### src/rtl/mac_loop_counter_if.sv
// Handshake bundle between the MAC controller FSM and its loop counter.
// The controller drives load/step requests; the counter returns count and status.
interface mac_loop_counter_if #(
    parameter int WIDTH  = 16,
    parameter int WRAP_W = 8
);
    logic [WIDTH-1:0]  N;
    logic              ld_N;
    logic              dec_N;
    logic              inc_N;
    logic              auto_rl;
    logic [WIDTH-1:0]  dout;
    logic              zero;
    logic              tc;
    logic [WRAP_W-1:0] wrap_cnt;
    logic              sat;

    modport master (
        output N, ld_N, dec_N, inc_N, auto_rl,
        input  dout, zero, tc, wrap_cnt, sat
    );

    modport slave (
        input  N, ld_N, dec_N, inc_N, auto_rl,
        output dout, zero, tc, wrap_cnt, sat
    );
endinterface

### src/rtl/mac_loop_counter.sv
// Loop counter for the MAC controller: load, up/down step without wrap,
// auto-reload on terminal decrement, registered terminal-count pulse and status.
module mac_loop_counter #(
    parameter int WIDTH  = 16,
    parameter int WRAP_W = 8
) (
    input  logic                 clk,
    input  logic                 clr,
    mac_loop_counter_if.slave    bus
);
    localparam logic [WIDTH-1:0] ALL_ONES = '1;
    localparam logic [WIDTH-1:0] ONE      = WIDTH'(1);

    logic [WIDTH-1:0]  dout_q,   dout_d;
    logic [WIDTH-1:0]  rl_val_q, rl_val_d;
    logic [WRAP_W-1:0] wrap_q,   wrap_d;
    logic              tc_q,     tc_d;
    logic              sat_q,    sat_d;

    // The reload-event counter sticks at all-ones instead of wrapping.
    function automatic logic [WRAP_W-1:0] sat_inc_wrap(input logic [WRAP_W-1:0] v);
        return (v == {WRAP_W{1'b1}}) ? v : v + WRAP_W'(1);
    endfunction

    always_comb begin
        dout_d   = dout_q;
        rl_val_d = rl_val_q;
        wrap_d   = wrap_q;
        tc_d     = 1'b0;
        sat_d    = sat_q;
        if (bus.ld_N) begin
            dout_d   = bus.N;
            rl_val_d = bus.N;
            sat_d    = 1'b0;
        end else if (bus.dec_N && !bus.inc_N) begin
            if (dout_q > ONE) begin
                dout_d = dout_q - ONE;
            end else if (dout_q == ONE) begin
                tc_d = 1'b1;
                if (bus.auto_rl) begin
                    dout_d = rl_val_q;
                    wrap_d = sat_inc_wrap(wrap_q);
                end else begin
                    dout_d = '0;
                end
            end
        end else if (bus.inc_N && !bus.dec_N) begin
            if (dout_q != ALL_ONES) begin
                dout_d = dout_q + ONE;
            end else begin
                sat_d = 1'b1;
            end
        end
    end

    always_ff @(posedge clk) begin
        if (clr) begin
            dout_q   <= '0;
            rl_val_q <= '0;
            wrap_q   <= '0;
            tc_q     <= 1'b0;
            sat_q    <= 1'b0;
        end else begin
            dout_q   <= dout_d;
            rl_val_q <= rl_val_d;
            wrap_q   <= wrap_d;
            tc_q     <= tc_d;
            sat_q    <= sat_d;
        end
    end

    assign bus.dout     = dout_q;
    assign bus.zero     = (dout_q == '0);
    assign bus.tc       = tc_q;
    assign bus.wrap_cnt = wrap_q;
    assign bus.sat      = sat_q;
endmodule

### src/flat_wrapper.sv
// flat-port wrapper written by rule: the top's interface ports become plain ports
module mac_loop_counter_flat 
#(
    parameter int WIDTH  = 16,
    parameter int WRAP_W = 8
)
  (clk, clr, bus_N, bus_ld_N, bus_dec_N, bus_inc_N, bus_auto_rl, bus_dout, bus_zero, bus_tc, bus_wrap_cnt, bus_sat);
  mac_loop_counter_if #(.WIDTH(WIDTH), .WRAP_W(WRAP_W)) bus_i ();
  input  logic clk;
  input  logic clr;
  input wire logic [$bits(bus_i.N)-1:0] bus_N;
  input wire logic [$bits(bus_i.ld_N)-1:0] bus_ld_N;
  input wire logic [$bits(bus_i.dec_N)-1:0] bus_dec_N;
  input wire logic [$bits(bus_i.inc_N)-1:0] bus_inc_N;
  input wire logic [$bits(bus_i.auto_rl)-1:0] bus_auto_rl;
  output wire logic [$bits(bus_i.dout)-1:0] bus_dout;
  output wire logic [$bits(bus_i.zero)-1:0] bus_zero;
  output wire logic [$bits(bus_i.tc)-1:0] bus_tc;
  output wire logic [$bits(bus_i.wrap_cnt)-1:0] bus_wrap_cnt;
  output wire logic [$bits(bus_i.sat)-1:0] bus_sat;
  assign bus_i.N = bus_N;
  assign bus_i.ld_N = bus_ld_N;
  assign bus_i.dec_N = bus_dec_N;
  assign bus_i.inc_N = bus_inc_N;
  assign bus_i.auto_rl = bus_auto_rl;
  assign bus_dout = bus_i.dout;
  assign bus_zero = bus_i.zero;
  assign bus_tc = bus_i.tc;
  assign bus_wrap_cnt = bus_i.wrap_cnt;
  assign bus_sat = bus_i.sat;
  mac_loop_counter #(.WIDTH(WIDTH), .WRAP_W(WRAP_W)) u_core (.clk(clk), .clr(clr), .bus(bus_i));
endmodule
### config.mk
export PLATFORM = sky130hd
export DESIGN_NAME = mac_loop_counter_flat
export DESIGN_NICKNAME = d
export VERILOG_FILES = /design/src/rtl/mac_loop_counter_if.sv /design/src/rtl/mac_loop_counter.sv /design/src/flat_wrapper.sv
export SDC_FILE = /design/constraint.sdc
export NUM_CORES = 1
export LEC_CHECK = 0
export ABC_AREA = 1
export BUFFER_PORTS_ARGS = -buffer_cell sky130_fd_sc_hd__buf_2
export CORE_AREA = 2 2 78 80
export DETAILED_ROUTE_END_ITERATION = 10
export DIE_AREA = 0 0 80 82
export PLACE_DENSITY = 0.91
export SYNTH_ARGS = -nofsm -noshare
export SYNTH_HDL_FRONTEND = slang
export SYNTH_SLANG_ARGS = --single-unit
### constraint.sdc
create_clock -name clk -period 2.1 [get_ports clk]
set_input_delay 0.42 -clock clk [delete_from_list [all_inputs] [get_ports clk]]
set_output_delay 0.42 -clock clk [all_outputs]
set_load 0.01 [all_outputs]
==> impl_metrics.json, run 1 <==
{
  "status": "finished, final reports clean",
  "worstHoldStart": "bus_N[12]",
  "path_buf_inv": 3,
  "worst_setup_path_end_kind": "output pin",
  "finalSetupViolations": 0,
  "routabilityCongestion": 0.970,
  "synth_top_area_cell": "dfxtp_1",
  "clk_latency_ps": 300,
  "start_util": 0.565,
  "regArea_um2": 846,
  "cts_buffers": 5,
  "grt_pass1_vias": 3217,
  "ys_ff_latch": 42,
  "antenna_found_initial": 0,
  "slowest_delay_ps": 350,
  "area_growth_pct": 14.8,
  "fin_skew_ps": 7.18,
  "max-slew-margin-rel": 0.711,
  "ir_drop_uv": 544,
  "crit_type": "flip-flop to output pin",
  "cts_sinks": 42,
  "rsz0062_at_grt": "false",
  "rows": 28,
  "detail_route.iter0.violations": 486,
  "synth_nets": 564,
  "worst_pin_slew_ps": 433,
  "nFillCells": 525,
  "track_usage": 0.281,
  "drc": 0,
  "netlist_top_cells_count": "nand2_1 (175), nand3_1 (89), inv_1 (54)",
  "synth_ff_type": "dfxtp_1",
  "min_period_ps": 2050,
  "fmax_ghz": 0.489,
  "hold_viol_final": 0,
  "die_h_um": 82,
  "ys_seq_area_frac": 0.259,
  "slew_violations": 0,
  "setup_tns_ps": 0,
  "p_per_area_nw_per_um2": 606,
  "synth_top_area_frac": 0.259,
  "avgSynthCellArea_um2": 6.04,
  "h-tree-depth": 2,
  "nets": 611,
  "cts-root-buf": "clkbuf_8",
  "post-route-util": 0.648,
  "wirelength_um": 9290,
  "critical_path.top_delay_family": "buffers and inverters",
  "clk_path_buf_depth": 2,
  "cp.required_ps": 1680,
  "grt_overflow_total": 0,
  "multi_input_area_um2": 2070,
  "netlist_instances": 537,
  "worst-path-max-fanout": 5,
  "dpl_cell_area_um2": 3580,
  "critPathLaunch": "u_core.bus.dout[1]",
  "layout-drive-gt1-share": 0.181,
  "vias_per_cell": 5.65,
  "yosysWarnings": 0,
  "synth.most_common_cell": "nand2_1",
  "worstPathCellList": "inv_2, buf_4, ha_1, nand2_1, nor4_2, buf_2",
  "synth-edff-count": 0,
  "finalCritPeriodShare": 0.975,
  "critPathLaunchType": "flip-flop",
  "crit_cells": 6,
  "path_clk_slew_ps": 80,
  "fin_area_um2": 3720,
  "hp-class": "input pin to flip-flop",
  "vias": 3729,
  "fin_cells": 660,
  "yosys-top-cells-area": "dfxtp_1 (26%), nand2_1 (20%), nand3_1 (14%)",
  "critPathArrivalTime_ps": 1630,
  "hold-path-cell-count": 3,
  "die_width_um": 80,
  "grt_pass1_wl_um": 14600,
  "r2r_cells": 12,
  "syn_area_um2": 3250,
  "synthArstFlopShare": 0,
  "ys_types": 36,
  "r2r-start": "u_core.bus.dout[9]",
  "placed_cells": 652,
  "drtAntennaViolNets": 0,
  "maxCapViolCount": 0,
  "cts_tree": "yes",
  "post_cts_buffers": 0,
  "power.leakage_nw": 1.88,
  "grt_max_degree": 38,
  "wl_per_cell_um": 14.1,
  "place_hpwl_um": 7010,
  "diodes": 0,
  "die_area_um2": 6560,
  "drt-pass1-iter-count": 5,
  "coreArea_um2": 5750,
  "critical-path-slowest-cell": "dfxtp_2",
  "io_buffer_count": 48,
  "ioPinCount": 49
}
==> worst paths after layout <==
kind	end	slack, ps
setup / recovery	bus_zero	50
hold / removal	u_core.rl_val_q[12]	390
setup reg to reg	u_core.bus.dout[5]	90
hold reg to reg	u_core.bus.sat	460
==> cell families after synthesis <==
| family | count (synthesis) | synth area share |
|---|---|---|
| AOI/OAI and AO/OA | 45 | 0.0790 |
| xor gates and xnor gates | 9 | 0.0243 |
| adders and majority gates | 5 | 0.0193 |
| buffers and inverters | 83 | 0.114 |
| DFF | 42 | 0.259 |
| and+or+nand+nor | 353 | 0.505 |
==> placed cells by master, fill, tap and decap left out, types with 2 or more instances in the layout <==
cell type    n
a21boi_0     5
a21oi_1     27
a31oi_1      2
buf_2       48
buf_4       18
clkbuf_1     2
clkbuf_8     5
dfxtp_1     40
ha_1         3
inv_1       53
nand2_1    175
nand2_2      6
nand2_4      6
nand3_1     89
nand3b_1     4
nand4_1     14
nor2_1      36
nor2_2       3
nor2_4       5
nor3_1       8
o21ai_0      8
xnor2_1      2
xor2_1       7
==> flip-flops by register name, indices dropped and copies added, names as in the netlist <==
name                 cells
u_core.rl_val_q         16
u_core.bus.sat           1
u_core.bus.wrap_cnt      8
u_core.bus.tc            1
u_core.bus.dout         16
==> worst register-to-register path, cell delays in order (launching register included) <==
cell	delay, ps
dfxtp_1	560
inv_1	210
nor3_1	280
nand3_1	130
nand2_1	80
nand2_1	90
nand2_4	130
buf_12	120
nand3_1	70
nand2_1	70
inv_1	40
nand2_1	70
inv_1	60
==> cell type report <==
cell class,count,share of cell area
Sequential cell,42,0.227
Inverter,56,0.0568
Timing Repair Buffer,67,0.106
Tap cell,75,0.0252
Clock buffer,7,0.0205
Clock inverter,1,0.00806
Multi-Input combinational cell,412,0.556
==> report_power, final <==
group | switching [W] | internal (W)
combinational | 0.000449 | 0.000252
clock | 0.000280 | 0.000356
sequential | 0.0000779 | 0.000843
==> layer usage <==
| metal | wire length, um | global-route usage | vias up |
|---|---|---|---|
| met4 | 244 | 0.105 | 0 |
| met1 | 3850 | 0.363 | 1677 |
| met5 | 0 | 0 | - |
| met3 | 839 | 0.0538 | 22 |
| li1 | - | - | 1815 |
| met2 | 4360 | 0.466 | 215 |
==> through the flow <==
step | hold slack (ps) | worst slack (ps) | power [W]
2_1_floorplan | 440 | 271 | 0.00141
3_3_place_gp | 450 | 180 | 0.00158
3_5_place_dp | 457 | 62.9 | 0.00160
4_1_cts | 391 | 6.39 | 0.00223
5_1_grt | 412 | 8.30 | 0.00236
6_report | 390 | 53.2 | 0.00226
==> what timing repair did <==
item                                    in CTS  in global routing
hold buffers                                 0                  0
gates resized for setup                      0                 11
endpoints found under the setup margin       0                 20
No activity file was read; power rests on OpenSTA's default activity.
==> run 2: changes to the inputs <==
--- a/config.mk
+++ b/config.mk
@@ -7,10 +7,10 @@
 export LEC_CHECK = 0
 export ABC_AREA = 1
 export BUFFER_PORTS_ARGS = -buffer_cell sky130_fd_sc_hd__buf_2
-export CORE_AREA = 2 2 78 80
+export CORE_AREA = 2 2 83 85
 export DETAILED_ROUTE_END_ITERATION = 10
-export DIE_AREA = 0 0 80 82
-export PLACE_DENSITY = 0.91
+export DIE_AREA = 0 0 85 87
+export PLACE_DENSITY = 0.85
 export SYNTH_ARGS = -nofsm -noshare
 export SYNTH_HDL_FRONTEND = slang
 export SYNTH_SLANG_ARGS = --single-unit
==> constraint.sdc (replaced) <==
create_clock -name clk -period 1.7 [get_ports clk]
set_input_delay 0.34 -clock clk [delete_from_list [all_inputs] [get_ports clk]]
set_output_delay 0.34 -clock clk [all_outputs]
set_load 0.01 [all_outputs]
==> run 2 against run 1 <==
Net effect: the run now ends with setup timing left; via count rose by 15%; register-to-register slack got worse by 280 ps; global-route usage rose by 1.2 points; worst setup slack got worse by 240 ps; cell area rose by 24%; clock power rose by 16%; critical path depth rose by 6; power rose by 39%; routed wire length rose by 26%; cell count rose by 12%; clock skew barely moved; hold slack got worse by 64 ps; critical path type is now flip-flop to flip-flop.
==> impl_metrics.json, run 2 (synthesis results as in run 1) <==
{
  "status": "finished, violations left",
  "violations": "setup timing",
  "grt_pass1_vias": 3793,
  "drc": 0,
  "hold_viol_final": 0,
  "ctsHoldBuffers": 0,
  "min_period_ps": 1890,
  "slew_violations": 0,
  "io_buffer_count": 48,
  "die_h_um": 87,
  "area_growth_pct": 41.8,
  "cts-root-buf": "clkbuf_8",
  "vias_per_cell": 5.79,
  "finalPower_w": 0.00314,
  "grt_overflow_total": 0,
  "diodes": 0,
  "post-route-util": 0.701,
  "crit_type": "flip-flop to flip-flop",
  "detail_route.iter0.violations": 559,
  "critPathArrivalTime_ps": 2090,
  "rsz0062_at_grt": "true",
  "antenna_found_initial": 0,
  "finalCritPeriodShare": 1.11,
  "die_width_um": 85,
  "path_buf_inv": 4,
  "critical-path-slowest-cell": "dfxtp_1",
  "track_usage": 0.293,
  "nets": 684,
  "layout_setup_ws_ps": -189,
  "fin_skew_ps": 6.71,
  "hp-class": "input pin to flip-flop",
  "drt-pass1-iter-count": 6,
  "wirelength_um": 11700,
  "layout_commonest_cell": "nand2_1",
  "fmax_ghz": 0.529,
  "ioPinCount": 49,
  "dpl_cell_area_um2": 4100,
  "start_util": 0.494,
  "path_clk_slew_ps": 80,
  "final_cell_mix": "nand2_1 (167), nand3_1 (80), buf_4 (79), inv_1 (51), buf_2 (48)",
  "critical_path.top_delay_family": "simple AND/OR/NAND/NOR gates",
  "h-tree-depth": 2,
  "layout-drive-gt1-share": 0.334,
  "coreArea_um2": 6570,
  "cts_sinks": 42,
  "rows": 30,
  "wl_per_cell_um": 15.9,
  "cts_buffers": 5,
  "finalSetupViolations": 23,
  "fin_area_um2": 4600,
  "die_area_um2": 7400,
  "cp_common_cell": "nand2_1",
  "worst_pin_slew_ps": 372,
  "critPathLaunchType": "flip-flop",
  "power.leakage_nw": 2.32,
  "cp.required_ps": 1900,
  "max-slew-margin-rel": 0.751,
  "grt_max_degree": 27,
  "nFillCells": 433,
  "clk_path_buf_depth": 2,
  "worstPathCellList": "inv_1, nor3_1, nand3_1, nand2_1, nand2_1, nand2_4, buf_6, nand3_1, nand2_1, inv_1, nand2_1, inv_1",
  "worst_setup_path_end_kind": "flip-flop",
  "ir_drop_uv": 488,
  "vias": 4271,
  "maxCapViolCount": 0,
  "routabilityCongestion": 0.969,
  "place_hpwl_um": 7870,
  "cts_tree": "yes",
  "worst-path-max-fanout": 5,
  "clk_latency_ps": 300,
  "p_per_area_nw_per_um2": 683,
  "grt_pass1_wl_um": 17500,
  "slowest_delay_ps": 480,
  "drtAntennaViolNets": 0
}
run 2: metal layers:
layer	GRT usage	up-vias	part of all wire	wire length, um
li1	-	1969	-	-
met1	0.356	1925	0.39	4560
met2	0.499	314	0.48	5650
met3	0.0531	63	0.091	1070
met4	0.143	0	0.040	475
met5	0	-	0	0
run 2: layout make-up:
cell class,instances,area [um2],area share
Clock buffer,8,101,0.0220
Inverter,56,223,0.0484
Multi-Input combinational cell,412,2300,0.500
Sequential cell,42,857,0.186
Tap cell,80,100,0.0218
Timing Repair Buffer,140,1020,0.221
run 2: path summary, 6_finish.rpt:
| path | slack, ps | endpoint | startpoint | cells after the start |
|---|---|---|---|---|
| min reg2reg | 450 | u_core.bus.sat | u_core.bus.sat | 2 |
| max reg2reg | -190 | u_core.bus.dout[8] | u_core.bus.dout[8] | 12 |
| min | 330 | u_core.rl_val_q[3] | bus_N[3] | 3 |
| max | -190 | u_core.bus.dout[8] | u_core.bus.dout[8] | 12 |
run 2: through the flow:
stage / hold slack [ps] / setup TNS [ps] / setup WS, ps / instances
2_1_floorplan: 440 / -21.8 / -21.8 / 537
3_3_place_gp: 435 / -111 / -28.0 / 715
3_5_place_dp: 437 / -868 / -124 / 715
4_1_cts: 323 / -1170 / -87.4 / 735
5_1_grt: 330 / -4590 / -286 / 738
6_report: 326 / -2350 / -189 / 738
run 2: power by group:
group	internal (W)	leakage [nW]	switching, W
combinational	0.000544	1.92	0.000742
clock	0.000381	0.0506	0.000358
sequential	0.00104	0.349	0.0000745
total	0.00197	2.32	0.00117
run 2: what timing repair did:
item                                    4_1_cts  5_1_grt
gates cloned                                  1        0
setup buffers                                11        4
pin swaps                                    18       13
gates resized for setup                      40       32
endpoints found under the setup margin       23       25
run 2: worst reg2reg max path: stages, from the launching register on:
cell	delay (ps)
dfxtp_1	480
inv_1	120
nor3_1	280
nand3_1	140
nand2_1	90
nand2_1	90
nand2_4	130
buf_6	130
nand3_1	70
nand2_1	90
inv_1	50
nand2_1	70
inv_1	50
==> run 3: changes to the inputs <==
--- a/config.mk
+++ b/config.mk
@@ -5,12 +5,13 @@
 export SDC_FILE = /design/constraint.sdc
 export NUM_CORES = 1
 export LEC_CHECK = 0
-export ABC_AREA = 1
 export BUFFER_PORTS_ARGS = -buffer_cell sky130_fd_sc_hd__buf_2
-export CORE_AREA = 2 2 83 85
+export CORE_AREA = 2 2 78 80
 export DETAILED_ROUTE_END_ITERATION = 10
-export DIE_AREA = 0 0 85 87
-export PLACE_DENSITY = 0.85
+export DIE_AREA = 0 0 80 82
+export GPL_ROUTABILITY_DRIVEN = 0
+export PLACE_DENSITY = 0.87
+export SLEW_MARGIN = 10
 export SYNTH_ARGS = -nofsm -noshare
 export SYNTH_HDL_FRONTEND = slang
 export SYNTH_SLANG_ARGS = --single-unit
==> run 3 against run 2 <==
Net effect: via count down 13%; non-clock buffer count up 8; sequential cell count unchanged; the flow still finishes with violations (setup timing); sequential power about the same; maximum frequency down 10%; power down 7.9%; synthesized cell count down 35%; highest routed layer unchanged.
==> impl_metrics.json, run 3 <==
{
  "track_usage": 0.361,
  "vias": 3724,
  "critPathLaunch": "u_core.bus.dout[11]",
  "layout_setup_ws_ps": -405,
  "drtAntennaViolNets": 0,
  "nFillCells": 363,
  "start_util": 0.499,
  "nets": 506,
  "h-tree-depth": 2,
  "synth_top_area_frac": 0.293,
  "wirelength_um": 12400,
  "ys_ff_latch": 42,
  "syn_area_um2": 2870,
  "regArea_um2": 870,
  "layout_commonest_cell": "buf_4",
  "worst-path-max-fanout": 6,
  "netlist_top_cells_count": "dfxtp_1 (42), nand2_1 (40), nor2_1 (39)",
  "finalCritPeriodShare": 1.24,
  "synth_nets": 376,
  "grt_overflow_total": 0,
  "cts-root-buf": "clkbuf_8",
  "wl_per_cell_um": 22.3,
  "drc": 0,
  "p_per_area_nw_per_um2": 667,
  "reg2reg_to": "u_core.bus.dout[1]",
  "fin_skew_ps": 10.7,
  "cts_sinks": 42,
  "area_growth_pct": 51.3,
  "power.leakage_nw": 1.83,
  "die_width_um": 80,
  "synthArstFlopShare": 0,
  "cts_buffers": 5,
  "min_period_ps": 2110,
  "worst_pin_slew_ps": 590,
  "drt-pass1-iter-count": 6,
  "maxCapViolCount": 0,
  "ff2ff_setup_slack_ps": -410,
  "crit_end": "u_core.bus.dout[1]",
  "power_frac_clock": 0.242,
  "path_buf_inv": 2,
  "crit_type": "flip-flop to flip-flop",
  "ys_seq_area_frac": 0.293,
  "clk_latency_ps": 310,
  "r2r_cells": 8,
  "power.switching_w": 0.00104,
  "diodes": 0,
  "hold_viol_final": 0,
  "synth_ff_type": "dfxtp_1",
  "critical_path.top_delay_family": "simple AND/OR/NAND/NOR gates",
  "antenna_found_initial": 0,
  "vias_per_cell": 6.71,
  "max-slew-margin-rel": 0.605,
  "worstPathCellList": "nand2_1, nor4_4, a31oi_2, buf_4, nor2_4, buf_12, nand2_4, a311oi_2",
  "ir_drop_uv": 556,
  "post-route-util": 0.755,
  "detail_route.iter0.violations": 675,
  "yosysWarnings": 0,
  "synth_top_area_cell": "dfxtp_1",
  "share_comb_of_total_power": 0.376,
  "seqPwrFrac": 0.382,
  "coreArea_um2": 5750,
  "status": "finished, violations left",
  "die_area_um2": 6560,
  "layout-drive-gt1-share": 0.496,
  "ys_types": 70,
  "synth-edff-count": 0,
  "worst_setup_path_end_kind": "flip-flop",
  "fmax_ghz": 0.475,
  "holdWs_ps": 293,
  "crit_cells": 8,
  "critPathLaunchType": "flip-flop",
  "place_hpwl_um": 6880,
  "grt_pass1_vias": 3519,
  "netlist_instances": 349,
  "grt_max_degree": 40,
  "final_cell_mix": "buf_4 (80), buf_2 (47), nand2_1 (34), nor2_1 (34), dfxtp_1 (29)",
  "finalSetupViolations": 25,
  "multi_input_area_um2": 2150,
  "ctsHoldBuffers": 0,
  "ioPinCount": 49,
  "rsz0062_at_grt": "true",
  "fin_area_um2": 4340,
  "r2r-start": "u_core.bus.dout[11]",
  "cts_tree": "yes",
  "critPathArrivalTime_ps": 2310,
  "avgSynthCellArea_um2": 8.22,
  "slew_violations": 0,
  "grt_pass1_wl_um": 18100,
  "p_int_w": 0.00186,
  "dpl_cell_area_um2": 3740,
  "path_clk_slew_ps": 80,
  "hp-class": "input pin to flip-flop",
  "swShare": 0.358,
  "hold-path-cell-count": 3,
  "critical-path-slowest-cell": "nor4_4",
  "slowest_delay_ps": 400,
  "violations": "setup timing",
  "die_h_um": 82,
  "cp.required_ps": 1910,
  "rows": 28,
  "clk_path_buf_depth": 2,
  "yosys-top-cells-area": "dfxtp_1 (29%), nand2_1 (5.2%), nor2_1 (5.1%)",
  "synth.most_common_cell": "dfxtp_1",
  "io_buffer_count": 48
}
[run 3: cell types whose count changed after synthesis, sizes merged, moves of 6 or more]
cell / delta
inv: -46
a21oi: -9
and3: +8
a2111oi: +6
o22ai: +8
nand2: -147
mux2i: +9
a211oi: +8
nand3: -77
[run 3: how the worst min path moves through the flow]
| stage | start | endpoint | slack, ps |
|---|---|---|---|
| after detailed placement | u_core.bus.sat | u_core.bus.sat | 450 |
| after global routing | bus_N[1] | u_core.rl_val_q[1] | 310 |
| after CTS | bus_N[0] | u_core.rl_val_q[0] | 290 |
| final | bus_N[0] | u_core.rl_val_q[0] | 290 |
| after floorplan | u_core.rl_val_q[6] | u_core.rl_val_q[6] | 440 |
| after global placement | u_core.bus.sat | u_core.bus.sat | 450 |
[run 3: metal layers]
metal	GRT usage	share of wire
met1	0.432	0.36
met2	0.580	0.45
met3	0.0857	0.12
met4	0.232	0.073
met5	0	0
[run 3: per-stage QoR]
step / cells / setup WS, ps / total power [W] / setup TNS [ps]
after floorplan: 349 / -391 / 0.00159 / -7880
after global placement: 528 / -260 / 0.00193 / -4860
after detailed placement: 528 / -314 / 0.00196 / -5860
after CTS: 552 / -343 / 0.00275 / -5560
after global routing: 555 / -474 / 0.00299 / -9710
final: 555 / -405 / 0.00290 / -7980
[run 3: logic make-up after synthesis]
kind of cell | share of synthesized area
multiplexers | 0.0353
AO/OA/AOI/OAI | 0.249
buffers and inverters | 0.0589
adder cells (fa/ha/maj) | 0.0218
flip-flops | 0.293
AND/OR/NAND/NOR | 0.287
XOR/XNOR | 0.0550
[run 3: layout make-up]
class,count,area share
Multi-Input combinational cell,274,0.496
Sequential cell,42,0.200
Timing Repair Buffer,148,0.253
Tap cell,75,0.0216
Inverter,8,0.00692
Clock inverter,2,0.00288
Clock buffer,6,0.0190
[run 3: tightest hold or removal path: stages]
cell and delay, ps:
buf_2 90, mux2i_1 60, nor2_1 70
[run 3: timing repair]
| action | 4_1_cts | 5_1_grt |
|---|---|---|
| resized for setup | 59 | 32 |
| setup endpoints to repair | 25 | 25 |
| pin swaps | 29 | 23 |
| setup buffers | 14 | 7 |
| gates cloned | 2 | 0 |
[run 3: power groups by stage]
stage / combinational (W) / sequential, W / clock, W
after floorplan: 0.000470 / 0.00112 / 0
after global placement: 0.000822 / 0.00111 / 0
after detailed placement: 0.000843 / 0.00112 / 0
after CTS: 0.000969 / 0.00110 / 0.000688
after global routing: 0.00113 / 0.00111 / 0.000753
final: 0.00109 / 0.00111 / 0.000701
